File: config.mk
export PLATFORM = sky130hd
export DESIGN_NAME = writeback_arbiter_flat
export DESIGN_NICKNAME = d
export VERILOG_FILES = /design/src/rtl/cpu_pkg.sv /design/src/rtl/writeback_arbiter_if.sv /design/src/rtl/rr_picker.sv /design/src/rtl/writeback_arbiter.sv /design/src/flat_wrapper.sv
export SDC_FILE = /design/constraint.sdc
export NUM_CORES = 1
export LEC_CHECK = 0
export ABC_AREA = 1
export CORE_MARGIN = 4
export CORE_UTILIZATION = 35
export CTS_BUF_LIST = sky130_fd_sc_hd__clkbuf_8
export DETAILED_ROUTE_END_ITERATION = 16
export PLACE_DENSITY = 0.7
export REMOVE_ABC_BUFFERS = 1
export SYNTH_ARGS = -nofsm -noshare
export SYNTH_HDL_FRONTEND = slang
export SYNTH_SLANG_ARGS = --single-unit
File: constraint.sdc
create_clock -name clk -period 5.6 [get_ports clk]
set_input_delay 1.12 -clock clk [delete_from_list [all_inputs] [get_ports clk]]
set_output_delay 1.12 -clock clk [all_outputs]
set_load 0.02 [all_outputs]
File: src/rtl/cpu_pkg.sv
// Shared CPU datapath types: result word and register-file address widths.
package cpu_pkg;

  localparam int unsigned WORD_WIDTH     = 16;
  localparam int unsigned REG_ADDR_WIDTH = 4;

  typedef logic [WORD_WIDTH-1:0]     word_t;
  typedef logic [REG_ADDR_WIDTH-1:0] reg_addr_t;

endpackage

File: src/rtl/writeback_arbiter_if.sv
// Bundle of source-side valid/ready requests and the register-file write-port slot.
// The master modport is the environment (sources + register file); slave is the arbiter.
interface writeback_arbiter_if import cpu_pkg::*; #(
  parameter int unsigned WIDTH        = WORD_WIDTH,
  parameter int unsigned SELECT_WIDTH = 2,
  parameter int unsigned ADDR_WIDTH   = REG_ADDR_WIDTH
);

  localparam int unsigned N = 2 ** SELECT_WIDTH;

  logic [N-1:0]            in_valid;
  logic [WIDTH-1:0]        in_data [N];
  logic [ADDR_WIDTH-1:0]   in_addr [N];
  logic [N-1:0]            in_ready;
  logic                    out_valid;
  logic [WIDTH-1:0]        out_data;
  logic [ADDR_WIDTH-1:0]   out_addr;
  logic [SELECT_WIDTH-1:0] out_src;
  logic                    out_ready;

  modport master (
    output in_valid, in_data, in_addr, out_ready,
    input  in_ready, out_valid, out_data, out_addr, out_src
  );

  modport slave (
    input  in_valid, in_data, in_addr, out_ready,
    output in_ready, out_valid, out_data, out_addr, out_src
  );

endinterface

File: src/rtl/rr_picker.sv
// Combinational rotating-priority picker: first set request at or after ptr (mod N) wins.
module rr_picker #(
  parameter int unsigned SELECT_WIDTH = 2,
  localparam int unsigned N = 2 ** SELECT_WIDTH
) (
  input  logic [N-1:0]            req,
  input  logic [SELECT_WIDTH-1:0] ptr,
  input  logic                    enable,
  output logic [N-1:0]            grant,
  output logic [SELECT_WIDTH-1:0] grant_idx
);

  logic                    found;
  logic [SELECT_WIDTH-1:0] idx;

  // Scan from ptr upward; index arithmetic wraps naturally at SELECT_WIDTH bits.
  always_comb begin
    grant     = '0;
    grant_idx = '0;
    found     = 1'b0;
    idx       = '0;
    for (int unsigned k = 0; k < N; k++) begin
      idx = ptr + SELECT_WIDTH'(k);
      if (enable && !found && req[idx]) begin
        found      = 1'b1;
        grant[idx] = 1'b1;
        grant_idx  = idx;
      end
    end
  end

endmodule

File: src/rtl/writeback_arbiter.sv
// Merges 2**SELECT_WIDTH functional-unit results onto the single register-file write port
// through one registered slot. Round-robin by default; defining WB_ARB_FIXED_PRIO_EN selects
// fixed priority (lowest index wins) and removes the rotating pointer.
module writeback_arbiter import cpu_pkg::*; #(
  parameter int unsigned WIDTH        = WORD_WIDTH,
  parameter int unsigned SELECT_WIDTH = 2,
  parameter int unsigned ADDR_WIDTH   = REG_ADDR_WIDTH
) (
  input logic                clk,
  input logic                reset_n,
  writeback_arbiter_if.slave bus
);

  localparam int unsigned N = 2 ** SELECT_WIDTH;

  logic                    load_en;
  logic [N-1:0]            grant;
  logic [SELECT_WIDTH-1:0] grant_idx;
  logic [SELECT_WIDTH-1:0] scan_ptr;

  logic                    out_valid_q, out_valid_d;
  logic [WIDTH-1:0]        out_data_q,  out_data_d;
  logic [ADDR_WIDTH-1:0]   out_addr_q,  out_addr_d;
  logic [SELECT_WIDTH-1:0] out_src_q,   out_src_d;

`ifdef WB_ARB_FIXED_PRIO_EN
  assign scan_ptr = '0;
`else
  logic [SELECT_WIDTH-1:0] rr_ptr_q, rr_ptr_d;
  assign scan_ptr = rr_ptr_q;
`endif

  // Slot is free when empty or being drained this cycle; nothing is granted during reset.
  assign load_en = reset_n && (!out_valid_q || bus.out_ready);

  rr_picker #(
    .SELECT_WIDTH(SELECT_WIDTH)
  ) u_picker (
    .req      (bus.in_valid),
    .ptr      (scan_ptr),
    .enable   (load_en),
    .grant    (grant),
    .grant_idx(grant_idx)
  );

  assign bus.in_ready  = grant;
  assign bus.out_valid = out_valid_q;
  assign bus.out_data  = out_data_q;
  assign bus.out_addr  = out_addr_q;
  assign bus.out_src   = out_src_q;

  // Next slot contents: load on grant, drop valid on drain, otherwise hold.
  always_comb begin
    out_valid_d = out_valid_q;
    out_data_d  = out_data_q;
    out_addr_d  = out_addr_q;
    out_src_d   = out_src_q;
`ifndef WB_ARB_FIXED_PRIO_EN
    rr_ptr_d    = rr_ptr_q;
`endif
    if (|grant) begin
      out_valid_d = 1'b1;
      out_data_d  = bus.in_data[grant_idx];
      out_addr_d  = bus.in_addr[grant_idx];
      out_src_d   = grant_idx;
`ifndef WB_ARB_FIXED_PRIO_EN
      rr_ptr_d    = grant_idx + SELECT_WIDTH'(1);
`endif
    end else if (bus.out_ready) begin
      out_valid_d = 1'b0;
    end
  end

  // Slot and pointer registers with synchronous active-low reset.
  always_ff @(posedge clk) begin
    if (!reset_n) begin
      out_valid_q <= 1'b0;
      out_data_q  <= '0;
      out_addr_q  <= '0;
      out_src_q   <= '0;
`ifndef WB_ARB_FIXED_PRIO_EN
      rr_ptr_q    <= '0;
`endif
    end else begin
      out_valid_q <= out_valid_d;
      out_data_q  <= out_data_d;
      out_addr_q  <= out_addr_d;
      out_src_q   <= out_src_d;
`ifndef WB_ARB_FIXED_PRIO_EN
      rr_ptr_q    <= rr_ptr_d;
`endif
    end
  end

endmodule

File: src/flat_wrapper.sv
// flat-port wrapper written by rule: the top's interface ports become plain ports
module writeback_arbiter_flat import cpu_pkg::*;
#(
  parameter int unsigned WIDTH        = WORD_WIDTH,
  parameter int unsigned SELECT_WIDTH = 2,
  parameter int unsigned ADDR_WIDTH   = REG_ADDR_WIDTH
)
  (clk, reset_n, bus_in_valid, bus_in_data, bus_in_addr, bus_out_ready, bus_in_ready, bus_out_valid, bus_out_data, bus_out_addr, bus_out_src);
  writeback_arbiter_if #(.WIDTH(WIDTH), .SELECT_WIDTH(SELECT_WIDTH), .ADDR_WIDTH(ADDR_WIDTH)) bus_i ();
  input logic clk;
  input logic reset_n;
  input wire logic [$bits(bus_i.in_valid)-1:0] bus_in_valid;
  input wire logic [$bits(bus_i.in_data)-1:0] bus_in_data;
  input wire logic [$bits(bus_i.in_addr)-1:0] bus_in_addr;
  input wire logic [$bits(bus_i.out_ready)-1:0] bus_out_ready;
  output wire logic [$bits(bus_i.in_ready)-1:0] bus_in_ready;
  output wire logic [$bits(bus_i.out_valid)-1:0] bus_out_valid;
  output wire logic [$bits(bus_i.out_data)-1:0] bus_out_data;
  output wire logic [$bits(bus_i.out_addr)-1:0] bus_out_addr;
  output wire logic [$bits(bus_i.out_src)-1:0] bus_out_src;
  assign bus_i.in_valid = bus_in_valid;
  assign bus_i.in_data = {>>{bus_in_data}};
  assign bus_i.in_addr = {>>{bus_in_addr}};
  assign bus_i.out_ready = bus_out_ready;
  assign bus_in_ready = bus_i.in_ready;
  assign bus_out_valid = bus_i.out_valid;
  assign bus_out_data = bus_i.out_data;
  assign bus_out_addr = bus_i.out_addr;
  assign bus_out_src = bus_i.out_src;
  writeback_arbiter #(.WIDTH(WIDTH), .SELECT_WIDTH(SELECT_WIDTH), .ADDR_WIDTH(ADDR_WIDTH)) u_core (.clk(clk), .reset_n(reset_n), .bus(bus_i));
endmodule
==> run summary, run 1 <==
The boundary pin count came out at 114. The design draws 1.848 mW. The flow ran to the end, and the final reports show no timing, DRC or antenna violations. In the layout the commonest cells are 114 x sky130_fd_sc_hd__nand3_1, 113 x sky130_fd_sc_hd__clkdlybuf4s50_1, 109 x sky130_fd_sc_hd__nand2_1. The number of resized instances in the post-cts repair step came out at 0. During placement, the flow inserted port buffers numbering 113. 0 antenna diodes ended up in the layout. Dividing the detail-routed via count by the number of cells gives 4.932. The worst path in the final design needs a cycle of 4.496 ns, including I/O delays and setup. The tools report the TritonCTS buffer count as 3. The number of max-cap violations was 0; the initial standard-cell utilization of the core was 0.3649.

The first global-routing pass estimated 11.87 mm of wire. Leaving out fill and tap cells, the most frequent cell in the layout is sky130_fd_sc_hd__nand3_1. The run gives 222.4 MHz as the maximum achievable frequency.

The tools report the worst voltage drop across the vdd grid as 0.3148 mV. The tools report the final-report setup violation count as 0. The total overflow reported by the global router was 0; the remaining antenna violation count after routing was 0. The total DRC errors in the routed layout is 0, and the clock-pin slew on the worst setup and hold paths is 0.09 ns. Counting flops and latches in the post-synthesis netlist gives 25. Setup repair after global routing left no endpoint under its margin. The transition time of the tightest slew-check pin was 0.6993 ns; the sequential share of power was 0.159. The path category of the worst min-delay check was flip-flop to flip-flop. After routing, the total negative slack on setup checks comes to 0 ns. The relative slew slack is 0.5322.

The analysis attributes to net switching a power of 1.032 mW. The floorplan step defined a die boundary enclosing 0.008069 mm^2. The number of antenna violations at the first check in global routing is 0, and the average detailed-routed wire length per instance is 13.18 um. Yosys printed 0 warnings. The H-tree depth was 1. The die is 89.83 um tall. TritonCTS built the clock tree.

The switching share of power came out at 0.5585. The tools report the arrival time reported for the critical path endpoint as 3.38 ns. The final layout contains 566 nets. The share of the synthesized area in the top cell type is 0.2435. The run gives 0.4931 ns as the worst hold slack across all endpoints. The DRC violation total after the first TritonRoute iteration was 97; the final number of hold-violating endpoints was 0. For the source-to-sink clock delay at the later pin of the worst-skew pair, the log shows 0.28 ns.

The logs give 0.2136 for the register area share after synthesis and 0.1727 for the global routing usage summed across all routing layers. The tools report the critical path endpoint category as an output port. The tools report the element type at the critical path start as a primary input. In this run the post-CTS setup repair buffer count came out at 0. The average cell area after synthesis is 6.249 um^2. The portion of total power attributed to the clock network was 0.064; the number of iterations in the first detailed-routing pass was 4.

The internal power of the cells was 0.8162 mW. The cell count after synthesis came out at 375. Sorting the synthesized cells by area gives the leading types as sky130_fd_sc_hd__nand3_1 24%, sky130_fd_sc_hd__dfxtp_1 21%, sky130_fd_sc_hd__nand2_1 17%.

Maximum number of pins on one net before global-route repair: 43. The tools report the final wirelength as 7.212 mm. Synthesis-to-finish area growth: 48.26%. The count of cell types in the netlist is 21. The run gives 0.8357 as the global placement routability congestion. After floorplanning, the core was divided into 29 placement rows. The part of the cycle the worst path needs came out at 0.8029. The root buffer cell chosen for the clock tree is sky130_fd_sc_hd__clkbuf_8.

The share of post-route cells with drive strength above 1 is 0.1128. After floorplanning, the core was sized to cover 0.006422 mm^2. The number of pins exceeding their max-slew limit in the final report came out at 0. The maximum clock path buffer count is 2. The power per unit of standard cell area was 532.0 mW/mm^2; the worst endpoint required time was 4.48 ns. The number of global-route vias before repair came out at 2512. The final route contains 2698 vias.

The floorplan die width came out at 89.83 um. The tools report the CTS sink count as 25. The run gives 0 as the number of hold buffers added after CTS. The tools report the leakage power as 1.558 nW. The logs give 0.777 for the part of the total power dissipated in combinational logic and 5.366 mm for the placed wire-length estimate.

sky130_fd_sc_hd__nand3_1 takes more of the synthesized area than any other cell. The share of the core filled with cells is 0.5410. The category of the critical setup timing path was primary input to output port.

The worst setup skew after layout came out at 0.01139 ns. The worst-path maximum fanout was 23; the post-synthesis cell area was 0.002343 mm^2.
==> power by group through the flow <==
stage	Clock (mW)	Sequential, mW	Combinational (mW)
2_1_floorplan	0	0.359	0.948
3_3_place_gp	0	0.295	1.45
3_5_place_dp	0	0.297	1.45
4_1_cts	0.120	0.294	1.45
5_1_grt	0.128	0.304	1.61
6_report	0.118	0.294	1.44
==> kinds of logic (layout without fill, tap and decap cells) <==
group | count (synthesis) | in the layout | synth area share
AOI/OAI and AO/OA | 28 | 28 | 0.09450
and+or+nand+nor | 254 | 254 | 0.5227
adders and majority gates | 8 | 8 | 0.04271
DFF | 25 | 25 | 0.2136
buffers and inverters | 60 | 155 | 0.1265
==> path summary, 6_finish.rpt <==
path | cells past startpoint | to | startpoint | slack, ns
hold / removal | 2 | u_core.bus.out_src[1] | u_core.bus.out_src[1] | 0.49
setup reg to reg | 13 | u_core.bus.out_valid | u_core.rr_ptr_q[1] | 2.14
setup / recovery | 11 | bus_in_ready[3] | reset_n | 1.10
hold reg to reg | 2 | u_core.bus.out_src[1] | u_core.bus.out_src[1] | 0.49
==> flip-flops by register name (all words and copies together) (netlist names) <==
register and cells:
u_core.bus.out_src 2, u_core.bus.out_addr 4, u_core.bus.out_valid 1, u_core.bus.out_data 16
u_core.rr_ptr_q 2
==> synthesized netlist by cell type, drive strengths merged <==
cell type,n
nor2,9
a21oi,26
nor3,1
buf,18
o21bai,1
inv,36
dfxtp,25
clkbuf,6
nand3,124
o21ai,1
ha,8
nand2,117
nand4,3
==> critical path: stages <==
cell and delay (ns):
sky130_fd_sc_hd__clkdlybuf4s50_1 0.46, sky130_fd_sc_hd__buf_4 0.26, sky130_fd_sc_hd__inv_2 0.09, sky130_fd_sc_hd__a21oi_2 0.22
sky130_fd_sc_hd__inv_2 0.06, sky130_fd_sc_hd__nor2_1 0.26, sky130_fd_sc_hd__nand2_1 0.10, sky130_fd_sc_hd__nand2_1 0.08
sky130_fd_sc_hd__inv_1 0.04, sky130_fd_sc_hd__nand3_2 0.08, sky130_fd_sc_hd__clkdlybuf4s50_1 0.61
==> layout make-up <==
type | instances | area, um^2
multi-input cells | 290 | 1546
fillers | 618 | 2948
well taps | 77 | 96.34
clock inverters | 1 | 8.758
flip-flops and latches | 25 | 500.5
clock buffers | 3 | 41.29
repair buffers | 115 | 1146
inverters | 36 | 135.1
==> per-stage QoR <==
| step | instances | cell area, um^2 | worst slack [ns] |
|---|---|---|---|
| 2_1_floorplan | 351 | 2182 | 2.516 |
| 3_3_place_gp | 543 | 3425 | 1.113 |
| 3_5_place_dp | 543 | 3425 | 1.124 |
| 4_1_cts | 547 | 3475 | 1.108 |
| 5_1_grt | 547 | 3475 | 0.9511 |
| 6_report | 547 | 3475 | 1.104 |
==> layer usage <==
layer | vias up | global-route usage | share of wire
met5 | - | 0 | 0
met4 | 0 | 0.04087 | 0.016
met3 | 8 | 0.05426 | 0.093
met2 | 105 | 0.3014 | 0.48
met1 | 1165 | 0.2068 | 0.41
li1 | 1420 | - | -
Power figures use the tool's default switching activity.
==> run 2, diff against run 1 <==
--- a/config.mk
+++ b/config.mk
@@ -10,7 +10,7 @@
 export CORE_UTILIZATION = 35
 export CTS_BUF_LIST = sky130_fd_sc_hd__clkbuf_8
 export DETAILED_ROUTE_END_ITERATION = 16
-export PLACE_DENSITY = 0.7
+export PLACE_DENSITY = 0.73
 export REMOVE_ABC_BUFFERS = 1
 export SYNTH_ARGS = -nofsm -noshare
 export SYNTH_HDL_FRONTEND = slang
==> constraint.sdc (replaced) <==
create_clock -name clk -period 3.8 [get_ports clk]
set_input_delay 0.76 -clock clk [delete_from_list [all_inputs] [get_ports clk]]
set_output_delay 0.76 -clock clk [all_outputs]
set_load 0.02 [all_outputs]
==> run 2 against run 1 <==
Total power is 51% higher. Clock skew shrank 0.0060 ns. Sequential share of layout area down 0.20 points. Flip-flop and latch count is the same. Register-to-register slack worse by 1.3 ns. Global-route usage rose by 0.55 points. Cell count increased by 1.3%. First-iteration DRC count is 27% lower. Clock-buffer cell count stayed put. Die area unchanged. Critical path type unchanged. Highest routed layer unchanged.
==> run summary, run 2 (same netlist as run 1, synthesis figures left out) <==
For the count of antenna diodes in the layout, the log shows 0. The maximum achievable frequency came out at 280.8 MHz. Summed over all nets, wire length on met2 after detailed routing comes to 3.697 mm. The first global-routing pass estimated 12.33 mm of wire. The source-to-sink clock delay at the later pin of the worst-skew pair is 0.27 ns, and the row count is 29.

The switching share of power was 0.5487; the sequential share of power was 0.148. In the final design database the tool counted 573 nets. In the routed design, unresolved DRC markers number 0. The congestion estimate from routability-driven global placement came to 0.8714. For the global routing usage summed across all routing layers, the log shows 0.1782.

After routing, the total negative slack on setup checks comes to 0 ns. The most common library cell in the layout ignoring fill and taps is sky130_fd_sc_hd__nand3_1. Of all nets on the critical path, the largest fanout is 5. The logs give 0 for the final number of hold-violating endpoints and 0 for the number of pins exceeding their max-slew limit in the final report.

Data on the critical path arrives at its endpoint at 2.80 ns. In the routed layout, each cell is associated on average with a via count of 4.955. The logs give 2728 for the number of global-route vias before repair and 0 for the number of hold buffers added after CTS.

Number of input and output port buffers inserted: 113. The total overflow reported by the global router was 0; the final wirelength was 7.304 mm. The category of the critical setup timing path is primary input to output port.

TritonCTS built the clock tree. Clock tree synthesis inserted a total of 3 buffers. The detailed router finished its first iteration with 71 violations. The run gives 0.4296 mV as the worst voltage drop across the vdd grid. For this design the total switching power over the nets is 1.533 mW. The part of the total power dissipated in combinational logic was 0.796.

In the final routed layout, each cell accounts on average for 13.18 um. On the final layout, the worst clock skew is 0.005439 ns. The library cells used most frequently in the layout, excluding fill and tap cells, are 114 x sky130_fd_sc_hd__nand3_1, 113 x sky130_fd_sc_hd__clkdlybuf4s50_1, 109 x sky130_fd_sc_hd__nand2_1. Setup violations remaining at the end of the flow were counted as 0. For the maximum clock path buffer count, the log shows 2.

The tools report the root buffer cell as sky130_fd_sc_hd__clkbuf_8. The die is 89.83 um wide. The synthesis-to-finish area growth works out to 50.35%.

The highest routed metal layer was met4. The tools report the internal power of the cells as 1.261 mW. Setup repair after global routing left no endpoint under its margin. In this run the static leakage power is 1.591 nW.

For the initial standard-cell utilization of the core, the log shows 0.3649. The number of antenna violations at the first check in global routing came out at 0. The share of post-route cells with drive strength above 1 is 0.1258. The count of cells in the finished layout, fillers not included, comes to 554. For the CTS sink count, the log shows 25.

114 I/O pins were placed. Entering global routing, the biggest net connects 43 pins. Critical path endpoint category: an output port. The slack of the worst reg-to-reg path is 0.89 ns. At the pin with the least slew margin, the transition time is 0.4451 ns. The flow ran to the end, and the final reports show no timing, DRC or antenna violations. Once detail routing completed, the nets flagged for antenna violations numbered 0. The register with the most flip-flops in the layout has 16 of them. Detailed placement finished with a half-perimeter wire length of 5.653 mm.

Summed over all nets, wire length on met3 after detailed routing comes to 627 um. The part of the cycle the worst path needs is 0.9370, and the worst endpoint required time is 3.04 ns. The clock period could shrink to 3.561 ns. The die is 89.83 um tall. Once the clock tree was built, the resizer swapped 0 gates to a different size. The min-delay analysis places its worst path in the category flip-flop to flip-flop. The portion of total power attributed to the clock network was 0.056.

The H-tree depth was 1. The vias after detailed routing came out at 2745. The power per unit of standard cell area was 792.9 mW/mm^2. After clock tree synthesis, the clock-pin slew on the worst setup and hold paths is 0.09 ns. The run gives 550 as the cell total after placement.

The die area was 0.008069 mm^2. The relative slew slack is 0.7022. The element type at the critical path start is a primary input. The number of max-cap violations is 0, and the number of iterations in the first detailed-routing pass is 4. The area of the core is 0.006422 mm^2, and the routed length on met1 is 2.955 mm. For the buffer count from post-CTS setup fixing, the log shows 0.
## run 2: changes by cell type in the layout (fill, tap and decap cells not counted)
cell	delta
sky130_fd_sc_hd__buf_4	+7
sky130_fd_sc_hd__clkinv_2	+1
sky130_fd_sc_hd__inv_6	-1
## run 2: metrics by stage
stage	setup WS, ns	hold WS [ns]	instance area, um^2	power, mW	util
after floorplan	0.9483	0.5582	2182	1.927	-
after CTS	0.2287	0.4917	3523	2.830	0.5486
after global placement	0.3086	0.4827	3477	2.630	0.5414
after global routing	0.08683	0.5234	3523	3.109	0.5486
final	0.2394	0.4888	3523	2.794	0.5486
after detailed placement	0.2453	0.4770	3477	2.669	0.5414
## run 2: metal layers
layer | up-vias | global-route usage
met5 | - | 0
met4 | 0 | 0.02682
met3 | 2 | 0.05593
met2 | 83 | 0.3302
met1 | 1227 | 0.2039
li1 | 1433 | -
## run 2: power by group through the flow
stage	combinational, mW	sequential (mW)	clock (mW)
CTS	2.25	0.415	0.162
global route	2.51	0.425	0.173
global placement	2.21	0.415	0
detailed placement	2.25	0.421	0
finish	2.22	0.413	0.158
floorplan	1.40	0.529	0
## run 2: path summary, 6_finish.rpt
kind | to | cells after the start | startpoint
hold reg to reg | u_core.bus.out_src[1] | 2 | u_core.bus.out_src[1]
hold / removal | u_core.bus.out_src[1] | 2 | u_core.bus.out_src[1]
setup / recovery | bus_in_ready[3] | 10 | bus_out_ready
setup reg to reg | u_core.bus.out_data[13] | 14 | u_core.rr_ptr_q[1]
## run 2: cell type report
| class | count | area (um^2) |
|---|---|---|
| Sequential cell | 25 | 500.5 |
| Timing Repair Buffer | 122 | 1199 |
| Fill cell | 653 | 2899 |
| Inverter | 36 | 135.1 |
| Clock buffer | 3 | 41.29 |
| Clock inverter | 1 | 5.005 |
| Tap cell | 77 | 96.34 |
| Multi-Input combinational cell | 290 | 1546 |
## run 2: worst max-delay path: stages
cell and delay, ns:
sky130_fd_sc_hd__clkdlybuf4s50_1 0.50, sky130_fd_sc_hd__inv_1 0.06, sky130_fd_sc_hd__a21oi_2 0.25, sky130_fd_sc_hd__inv_2 0.06, sky130_fd_sc_hd__nor2_1 0.27, sky130_fd_sc_hd__nand2_1 0.09, sky130_fd_sc_hd__nand2_1 0.08, sky130_fd_sc_hd__inv_1 0.05
sky130_fd_sc_hd__nand3_2 0.08, sky130_fd_sc_hd__clkdlybuf4s50_1 0.61
==> run 3, diff against run 2 <==
--- a/config.mk
+++ b/config.mk
@@ -10,6 +10,7 @@
 export CORE_UTILIZATION = 35
 export CTS_BUF_LIST = sky130_fd_sc_hd__clkbuf_8
 export DETAILED_ROUTE_END_ITERATION = 16
+export MAX_ROUTING_LAYER = met4
 export PLACE_DENSITY = 0.73
 export REMOVE_ABC_BUFFERS = 1
 export SYNTH_ARGS = -nofsm -noshare
==> run 3 against run 2 <==
Fmax is 1.2% lower. Sequential power hardly changed. Flip-flop and latch count stayed put. Highest routed layer unchanged. Total power hardly changed. Routed wire length is 1.2% higher. Non-clock buffer count stayed put. Worst setup slack worse by 0.042 ns. Global-route usage is 0.63 points higher. First-iteration DRC count is 1.4% lower. Utilization stayed put. Via count is 0.36% higher.
==> run summary, run 3 (same netlist as run 1, synthesis figures left out) <==
Of all nets on the critical path, the largest fanout is 5. Relative to the synthesized area, the layout overhead comes to 50.35%. Highest-delay cell along the critical path: sky130_fd_sc_hd__clkdlybuf4s50_1. The worst setup skew after layout came out at 0.002130 ns. In the layout the commonest cells are 114 x sky130_fd_sc_hd__nand3_1, 113 x sky130_fd_sc_hd__clkdlybuf4s50_1, 109 x sky130_fd_sc_hd__nand2_1.

Before antenna repair, the detailed router went through 4 iterations. Number of antenna violations at the first check in global routing: 0. Transition time of the tightest slew-check pin: 0.4766 ns. The leakage power is 1.591 nW. The total DRC errors in the routed layout came out at 0. The maximum achievable frequency is 277.6 MHz, and the global placement routability congestion is 0.8812. The logs give 0.008069 mm^2 for the die area and 550 for the cell total after placement. Entering global routing, the biggest net connects 43 pins. Once the clock tree was built, the resizer swapped 0 gates to a different size. At the worst endpoint, the arrival time is 2.84 ns. The minimum clock period works out to 3.603 ns. No sink is reached through more buffers than the 2 on the longest clock path.

In this run the cell area measured after placement is 0.003477 mm^2. The tools report the final-report setup violation count as 0. TritonCTS built the clock tree. By startpoint and endpoint, the worst setup path is classified as primary input to output port.

The signal on the critical path passes through clkdlybuf4s50_1 -> inv_2 -> a21oi_2 -> inv_2 -> nor2_1 -> nand2_1 -> nand2_1 -> inv_1 -> nand3_2 -> clkdlybuf4s50_1. The floorplan die width came out at 89.83 um. The run gives 0 as the number of pins exceeding their max-slew limit in the final report. The die is 89.83 um tall. The number of max-cap violations is 0. The worst setup path is captured at an output port. The tree is rooted in a sky130_fd_sc_hd__clkbuf_8. The largest single stage delay on the critical path is 0.62 ns.

The library cell used most frequently in the layout, excluding fill and tap cells, is sky130_fd_sc_hd__nand3_1. The flow ran to the end, and the final reports show no timing, DRC or antenna violations. Data on the critical path is required at its endpoint by 3.04 ns. The number of clock buffers added by TritonCTS is 3. The path category of the worst min-delay check was flip-flop to flip-flop. The row count came out at 29.

The final non-filler cell total is 554. Vias after detailed routing: 2755. The area of the core is 0.006422 mm^2. The average detailed-routed wire length per instance is 13.34 um.

The number of input and output port buffers inserted came out at 113. Number of flip-flops in the largest register: 16. The net count of the finished layout was 573. The number of global-route vias before repair came out at 2717. The boundary pin count was 114. IR analysis of the VDD net gives a maximum drop of 0.3457 mV. The first global-routing pass estimated 12.35 mm of wire.

For the final routed database, the setup TNS stands at 0 ns. The total overflow reported by the global router is 0. The run gives 0.05676 as the met3 global-route usage.

Wires add up to 7.393 mm. The tools report the element type at the critical path start as a primary input. The tools report the H-tree depth as 1.

The clock reaches the later pin of the worst-skew pair after 0.27 ns. After the first detailed-routing iteration, the DRC count stood at 70. The logs give 0 for the buffer count from post-CTS setup fixing and 0 for the number of hold buffers added after CTS. Layer carrying the most global-route usage: met2. The finished cells cover 0.003523 mm^2. The relative slew slack is 0.6811, and the initial standard-cell utilization of the core is 0.3649. The global routing met1 resource utilization was 0.2031.

The count of antenna diodes in the layout was 0. The completed layout was analyzed and its total power is 2.794 mW. The part of the cycle the worst path needs came out at 0.9481. Once detailed placement completed, the half-perimeter wirelength came to 5.673 mm. The CTS sink count was 25. The share of post-route cells with drive strength above 1 was 0.1258; the final number of hold-violating endpoints was 0.

Clock-pin slew was measured on the worst setup and hold paths at 0.09 ns. The via count normalized by instance count is 4.973. Setup repair after global routing left no endpoint under its margin. The met2 track demand over resource is 0.3371, and the power per unit of standard cell area is 792.9 mW/mm^2.

The global routing usage summed across all routing layers is 0.1846, and the remaining antenna violation count after routing is 0.
## run 3: per-layer routing
layer,part of all wire,vias to the layer above
met4,0.0049,0
li1,-,1434
met1,0.39,1223
met3,0.094,4
met5,0,-
met2,0.51,94
## run 3: worst max-delay path: cells and delay by family
family,cells,cell delay (ns)
AOI/OAI and AO/OA,1,0.22
and+or+nand+nor,4,0.57
buffers and inverters,5,1.30
## run 3: path summary, 6_finish.rpt
kind | startpoint | endpoint | slack [ns] | depth (start not counted)
setup / recovery | reset_n | bus_in_ready[1] | 0.20 | 10
hold / removal | u_core.bus.out_src[1] | u_core.bus.out_src[1] | 0.49 | 2
setup reg to reg | u_core.rr_ptr_q[1] | u_core.bus.out_data[13] | 0.90 | 14
hold reg to reg | u_core.bus.out_src[1] | u_core.bus.out_src[1] | 0.49 | 2
## run 3: per-stage QoR
step	util	hold WS, ns	worst slack (ns)
floorplan	-	0.5582	0.9483
global placement	0.5414	0.4826	0.3082
detailed placement	0.5414	0.4838	0.2261
CTS	0.5486	0.4954	0.2265
global route	0.5486	0.5240	0.07205
finish	0.5486	0.4924	0.1973
## run 3: where the power goes
| group | internal (mW) | leakage [nW] | total (mW) | switching [mW] |
|---|---|---|---|---|
| clock network | 0.0734 | 0.0255 | 0.159 | 0.0857 |
| registers | 0.365 | 0.207 | 0.414 | 0.0488 |
| logic | 0.822 | 1.36 | 2.22 | 1.40 |
| total | 1.26 | 1.59 | 2.79 | 1.53 |
## run 3: area by class of cell
type | instances | area [um^2]
multi-input cells | 290 | 1546
clock buffers | 3 | 41.29
fillers | 683 | 2899
clock inverters | 1 | 5.005
flip-flops and latches | 25 | 500.5
well taps | 77 | 96.34
repair buffers | 122 | 1199
inverters | 36 | 135.1
